<file path="src/rtl/lfsr_pkg.sv">
// Shared types and default constants for the LFSR sequence generator.
package lfsr_pkg;

   // Transaction FSM states.
   typedef enum logic [1:0] {
      IDLE = 2'd0,
      FILL = 2'd1,
      DONE = 2'd2
   } fsm_state_e;

   // Feedback mask for x^32 taps at bits 31, 29, 25, 24.
   localparam logic [31:0] DEFAULT_TAPS_32 = 32'hA300_0000;
   // Reset seed; also replaces a zero seed when the zero-seed guard is built in.
   localparam logic [31:0] DEFAULT_SEED_32 = 32'hFFFF_FFFF;

endpackage : lfsr_pkg

</file>
<file path="src/rtl/lfsr_core.sv">
// Fibonacci LFSR core: seed load port, step enable, STEPS steps unrolled per clock.
// step_bits_c carries the feedback bits of this cycle's steps, earliest step in the MSB.
module lfsr_core
   import lfsr_pkg::*;
#(
   parameter int unsigned       LFSR_W = 32,
   parameter logic [LFSR_W-1:0] TAPS   = LFSR_W'(DEFAULT_TAPS_32),
   parameter logic [LFSR_W-1:0] SEED   = LFSR_W'(DEFAULT_SEED_32),
   parameter int unsigned       STEPS  = 1
) (
   input  logic              clk,
   input  logic              reset_n,
   input  logic              load,
   input  logic [LFSR_W-1:0] load_val,
   input  logic              step_en,
   output logic [STEPS-1:0]  step_bits_c
);

   logic [LFSR_W-1:0] state_q;
   logic [LFSR_W-1:0] state_adv;
   logic [LFSR_W-1:0] walk;
   logic              fb;

   // Unrolled STEPS-deep feedback walk from the current state.
   always_comb begin
      walk        = state_q;
      fb          = 1'b0;
      step_bits_c = '0;
      for (int i = 0; i < STEPS; i++) begin
         fb                         = ^(walk & TAPS);
         step_bits_c[STEPS - 1 - i] = fb;
         walk                       = {walk[LFSR_W-2:0], fb};
      end
      state_adv = walk;
   end

   // State register: load has priority, otherwise advance only when enabled.
   always_ff @(posedge clk) begin
      if (!reset_n) begin
         state_q <= SEED;
      end else if (load) begin
         state_q <= load_val;
      end else if (step_en) begin
         state_q <= state_adv;
      end
   end

endmodule : lfsr_core

</file>
<file path="src/rtl/lfsr_seq_gen.sv">
// LFSR random sequence generator with start/done transaction and valid/ready output.
// Optional build macro: LFSR_ZERO_SEED_GUARD_EN (zero seed replaced by SEED, sticky seed_err).
module lfsr_seq_gen
   import lfsr_pkg::*;
#(
   parameter int unsigned       LFSR_W         = 32,
   parameter logic [LFSR_W-1:0] TAPS           = LFSR_W'(DEFAULT_TAPS_32),
   parameter logic [LFSR_W-1:0] SEED           = LFSR_W'(DEFAULT_SEED_32),
   parameter int unsigned       SEQ_BITS       = 256,
   parameter int unsigned       PAD_BITS       = 32,
   parameter int unsigned       BITS_PER_CYCLE = 1
) (
   input  logic                         clk,
   input  logic                         reset_n,
   input  logic                         seed_load,
   input  logic [LFSR_W-1:0]            seed_in,
   input  logic                         start,
   output logic                         busy,
   output logic                         out_valid,
   input  logic                         out_ready,
   output logic [SEQ_BITS+PAD_BITS-1:0] random_sequence,
   output logic                         seed_err
);

   localparam int unsigned OUT_W     = SEQ_BITS + PAD_BITS;
   localparam int unsigned RUN_STEPS = SEQ_BITS / BITS_PER_CYCLE;
   localparam int unsigned CNT_W     = $clog2(RUN_STEPS + 1);

   fsm_state_e              state_q, state_n;
   logic [CNT_W-1:0]        cnt_q, cnt_n;
   logic [SEQ_BITS-1:0]     seq_q, seq_n, seq_shift;
   logic                    busy_n, valid_n;
   logic [OUT_W-1:0]        rs_n;
   logic                    lfsr_load, lfsr_step;
   logic [LFSR_W-1:0]       load_val;
   logic [BITS_PER_CYCLE-1:0] step_bits;

   lfsr_core #(
      .LFSR_W (LFSR_W),
      .TAPS   (TAPS),
      .SEED   (SEED),
      .STEPS  (BITS_PER_CYCLE)
   ) u_core (
      .clk         (clk),
      .reset_n     (reset_n),
      .load        (lfsr_load),
      .load_val    (load_val),
      .step_en     (lfsr_step),
      .step_bits_c (step_bits)
   );

   // New bits enter at the LSB so the first generated bit ends at the MSB.
   assign seq_shift = SEQ_BITS'({seq_q, step_bits});

`ifdef LFSR_ZERO_SEED_GUARD_EN
   logic zero_seed;

   assign zero_seed = (seed_in == '0);
   assign load_val  = zero_seed ? SEED : seed_in;

   // Sticky record of any zero-seed load attempt, cleared only by reset.
   always_ff @(posedge clk) begin
      if (!reset_n) begin
         seed_err <= 1'b0;
      end else if (lfsr_load && zero_seed) begin
         seed_err <= 1'b1;
      end
   end
`else
   assign load_val = seed_in;
   assign seed_err = 1'b0;
`endif

   // Next-state and next-output logic for the IDLE/FILL/DONE transaction.
   always_comb begin
      state_n   = state_q;
      cnt_n     = cnt_q;
      seq_n     = seq_q;
      busy_n    = busy;
      valid_n   = out_valid;
      rs_n      = random_sequence;
      lfsr_load = 1'b0;
      lfsr_step = 1'b0;
      unique case (state_q)
         IDLE: begin
            lfsr_load = seed_load;
            if (start) begin
               state_n = FILL;
               cnt_n   = CNT_W'(RUN_STEPS);
               busy_n  = 1'b1;
            end
         end
         FILL: begin
            lfsr_step = 1'b1;
            seq_n     = seq_shift;
            if (cnt_q == CNT_W'(1)) begin
               state_n = DONE;
               valid_n = 1'b1;
               rs_n    = OUT_W'(seq_shift) << PAD_BITS;
            end else begin
               cnt_n = cnt_q - CNT_W'(1);
            end
         end
         DONE: begin
            if (out_ready) begin
               state_n = IDLE;
               valid_n = 1'b0;
               rs_n    = '0;
               seq_n   = '0;
               busy_n  = 1'b0;
            end
         end
         default: begin
            state_n = IDLE;
            valid_n = 1'b0;
            rs_n    = '0;
            seq_n   = '0;
            busy_n  = 1'b0;
         end
      endcase
   end

   // FSM, counter, shift register and registered outputs.
   always_ff @(posedge clk) begin
      if (!reset_n) begin
         state_q         <= IDLE;
         cnt_q           <= '0;
         seq_q           <= '0;
         busy            <= 1'b0;
         out_valid       <= 1'b0;
         random_sequence <= '0;
      end else begin
         state_q         <= state_n;
         cnt_q           <= cnt_n;
         seq_q           <= seq_n;
         busy            <= busy_n;
         out_valid       <= valid_n;
         random_sequence <= rs_n;
      end
   end

endmodule : lfsr_seq_gen

</file>
<file path="config.mk">
export PLATFORM = sky130hd
export DESIGN_NAME = lfsr_seq_gen
export DESIGN_NICKNAME = d
export VERILOG_FILES = /design/src/rtl/lfsr_pkg.sv /design/src/rtl/lfsr_core.sv /design/src/rtl/lfsr_seq_gen.sv
export SDC_FILE = /design/constraint.sdc
export NUM_CORES = 1
export LEC_CHECK = 0
export CORE_MARGIN = 10
export CORE_UTILIZATION = 50
export CTS_CLUSTER_SIZE = 14
export DETAILED_ROUTE_END_ITERATION = 16
export PLACE_DENSITY = 0.79
export REMOVE_ABC_BUFFERS = 1
export SYNTH_ARGS = -nofsm -noshare
export SYNTH_HDL_FRONTEND = slang
export SYNTH_HIERARCHICAL = 1
export SYNTH_SLANG_ARGS = --single-unit
</file>
<file path="constraint.sdc">
create_clock -name clk -period 4.4 [get_ports clk]
set_clock_uncertainty 0.2 [all_clocks]
set_input_delay 0.66 -clock clk [delete_from_list [all_inputs] [get_ports clk]]
set_output_delay 0.66 -clock clk [all_outputs]
set_load 0.05 [all_outputs]
</file>
==> impl_metrics.env <==
export IMPL_status="complete, no violations"
export IMPL_min_to="random_sequence[105]"
export IMPL_fin_setup_tns_ns=0
export IMPL_tritoncts="built"
export IMPL_switching_share_pct=24.21
export IMPL_routedWlPerCell_um=17.67
export IMPL_vias=17300
export IMPL_dpl_worst_slack_ns=1.454
export IMPL_port_buffer_count=294
export IMPL_cts_sinks=556
export IMPL_grt_util_met1_pct=26.07
export IMPL_coreArea_mm2=0.04083
export IMPL_totalWireLength_um=52930
export IMPL_hold_start="random_sequence[105]"
export IMPL_worstPathRequired_ns=4.72
export IMPL_post_synth_top_area_fraction_pct=53.91
export IMPL_place_gp_congestion=0.7964
export IMPL_firstDrtPassIters=5
export IMPL_postLayoutSetupSlackWorst_ns=1.340
export IMPL_die_y_um=223.2
export IMPL_period_needed_ns=3.060
export IMPL_hold_viol_final=0
export IMPL_critical_path_endpoint_type="register"
export IMPL_synth_edff_count=0
export IMPL_vdd_drop_max_mv=0.2604
export IMPL_die_x_um=223.2
export IMPL_clock_path_buffers=3
export IMPL_crit_slowest_cell="or4_1"
export IMPL_ys_seq_area_share_pct=53.91
export IMPL_htreeDepth=2
export IMPL_grt_first_pass_wirelength_um=85500
export IMPL_yosys_register_bits=556
export IMPL_numCtsBuffers=54
export IMPL_grt_use_met2_pct=32.03
export IMPL_drv_slew=0
export IMPL_cp_arrival_ns=3.38
export IMPL_grtUsageTotal_pct=19.96
export IMPL_reg2reg_depth=6
export IMPL_fillers=3310
export IMPL_die_area_mm2=0.04982
export IMPL_fin_hold_ws_ns=0.2738
export IMPL_route_detailed_drc=0
export IMPL_busiest_layer="met2"
export IMPL_cpMostUsedCell="buf_12"
export IMPL_rr_endpoint="random_sequence[274]"
export IMPL_initial_core_util_pct=50.57
export IMPL_hold_path_depth=2
export IMPL_yosysMostFrequentCell="dfxtp_1"
export IMPL_switchingPower_mw=2.684
export IMPL_vias_per_cell=5.778
export IMPL_syn_area_per_cell_um2=9.060
export IMPL_gr_total_overflow=0
export IMPL_comb_power_share_pct=8.3
export IMPL_io_pins=328
export IMPL_crit_chain="or4_1, nor4_4, buf_12, buf_12, nand3_1, a21oi_1"
export IMPL_placed_cell_area_mm2=0.02340
export IMPL_cts_resized=0
export IMPL_synthArstFlopShare_pct=0
export IMPL_clk_latency_ns=0.60
export IMPL_dp_hpwl_um=31960
export IMPL_clk_pin_slew_ns=0.06
export IMPL_r2r_start="cnt_q[4]"
export IMPL_grt_start_max_net_pins=176
export IMPL_drive_gt1_share_pct=6.699
export IMPL_setup_viol=0
export IMPL_diodes=0
export IMPL_slowest_delay_ns=0.69
export IMPL_hold_buffers=0
export IMPL_p_leak_nw=8.509
export IMPL_rrSetupSlack_ns=1.34
export IMPL_fmax_ghz=0.3268
export IMPL_start_kind="register"
export IMPL_relSlewSlack_pct=25.44
export IMPL_grt_antenna_before_repair=0
export IMPL_cts_root_buf="clkbuf_16"
export IMPL_hold_path_class="register to register"
export IMPL_synth_area_leader_cell="dfxtp_1"
export IMPL_first_global_vias=16120
export IMPL_area_delta_synth_final_pct=22.94
export IMPL_drt_iter0_drc=1896
export IMPL_power_frac_clock_pct=45.7
export IMPL_p_seq_share_pct=46.0
export IMPL_nets=2457
export IMPL_rsz0062_at_grt="no"
export IMPL_final_area_mm2=0.02538
export IMPL_fin_crit_sh_pct=69.54
export IMPL_yosys_warnings=6
export IMPL_use_met3_pct=4.550
export IMPL_yosys_top_cells_area="dfxtp_1, a22oi_1, a21oi_1"
export IMPL_synth_commonest_cells="dfxtp_1, nor2_1, a21oi_1"
export IMPL_syn_area_mm2=0.02065
export IMPL_num_rows=74
export IMPL_worst_path_max_fanout=111
export IMPL_synthDistinctLibCells=45
export IMPL_fin_util_pct=62.17
export IMPL_drtAntennaViolNets=0
export IMPL_drv_cap=0
export IMPL_synth_ff_type="dfxtp_1"
export IMPL_critPathKind="register to register"
export IMPL_cellPowerDensity_mw_per_mm2=436.8
export IMPL_syn_inst=2279
export IMPL_tightest_slew_ns=1.118
export IMPL_internal_power_mw=8.403
export IMPL_postCtsSetupRepairBufs=0
==> registers in the layout (all words and copies together), names as in the netlist <==
| register | count |
|---|---|
| seq_q | 255 |
| state_q | 2 |
| u_core/state_q | 32 |
| random_sequence | 256 |
| out_valid | 1 |
| cnt_q | 9 |
| busy | 1 |
==> logic make-up after synthesis <==
kind of cell             after synthesis  synth area share [%]
XOR/XNOR                               5                0.2121
other                                  1               0.01816
buffers and inverters                282                 7.048
adder cells (fa/ha/maj)                2                0.1212
AO/OA/AOI/OAI                        791                 22.44
AND/OR/NAND/NOR                      579                 12.50
flip-flops                           556                 53.91
multiplexers                          63                 3.751
==> worst max-delay path: cells and delay by family (launching register included) <==
family,cells,cell delay (ns)
buf+inv,2,0.79
simple gates,3,1.22
compound gates,1,0.19
flops,1,0.36
==> worst max-delay path by stage <==
stage | startpoint | endpoint | slack (ns) | cells past startpoint
2_1_floorplan | out_ready | random_sequence[100] | -15.33 | 3
3_3_place_gp | out_ready | random_sequence[203] | 1.52 | 5
4_1_cts | cnt_q[4] | random_sequence[262] | 1.43 | 6
3_5_place_dp | cnt_q[4] | random_sequence[262] | 1.45 | 6
5_1_grt | cnt_q[4] | random_sequence[262] | 1.20 | 6
6_report | cnt_q[4] | random_sequence[274] | 1.34 | 6
==> power by group through the flow <==
stage               logic (mW)  registers [mW]  clock network (mW)
finish                   0.916            5.10                5.07
global route             0.991            5.10                5.37
CTS                      0.907            5.10                5.16
detailed placement       0.901            5.21                   0
global placement         0.884            5.21                   0
floorplan                0.611            5.21                   0
==> layer usage <==
metal	wire length, um	vias up
met2	25420	516
met4	1233	0
met3	3784	86
met5	0	-
li1	-	8340
met1	22490	8362
==> per-stage QoR <==
| stage | std cells | total power [mW] |
|---|---|---|
| 6_report | 2995 | 11.09 |
| 5_1_grt | 2995 | 11.46 |
| 4_1_cts | 2995 | 11.17 |
| 3_5_place_dp | 2894 | 6.114 |
| 3_3_place_gp | 2894 | 6.093 |
| 2_1_floorplan | 2037 | 5.820 |
==> layout by cell type (no fill, tap or decap), types with 2 or more instances in the layout <==
cell type	instances
mux2i_1	32
inv_1	6
bufinv_16	11
nor2_1	266
clkbuf_8	11
mux2_2	3
nand2_1	34
clkinv_2	14
a211oi_1	3
conb_1	33
a22oi_1	255
buf_12	15
a21oi_1	262
clkbuf_1	6
nor4b_1	2
xor2_1	2
o21ai_1	153
clkdlybuf4s50_1	294
mux2_4	28
clkbuf_16	55
o21a_1	2
or3_1	4
a31oi_1	2
xnor2_1	3
buf_4	16
clkinvlp_4	2
ha_1	2
nor4_1	2
inv_8	2
or4_1	4
o31ai_1	2
o21ai_0	107
nand3_1	258
dfxtp_1	556
==> cell type report <==
class	count	area, um2	area share, %
Inverter	8	45.04	0.1775
Timing Repair Buffer	325	3363	13.25
Sequential cell	556	11130	43.85
Multi-Input combinational cell	1473	8195	32.29
Clock buffer	72	1550	6.107
Tap cell	532	665.6	2.622
Clock inverter	29	432.9	1.706
Note: power is estimated with default switching activity, not from simulation.
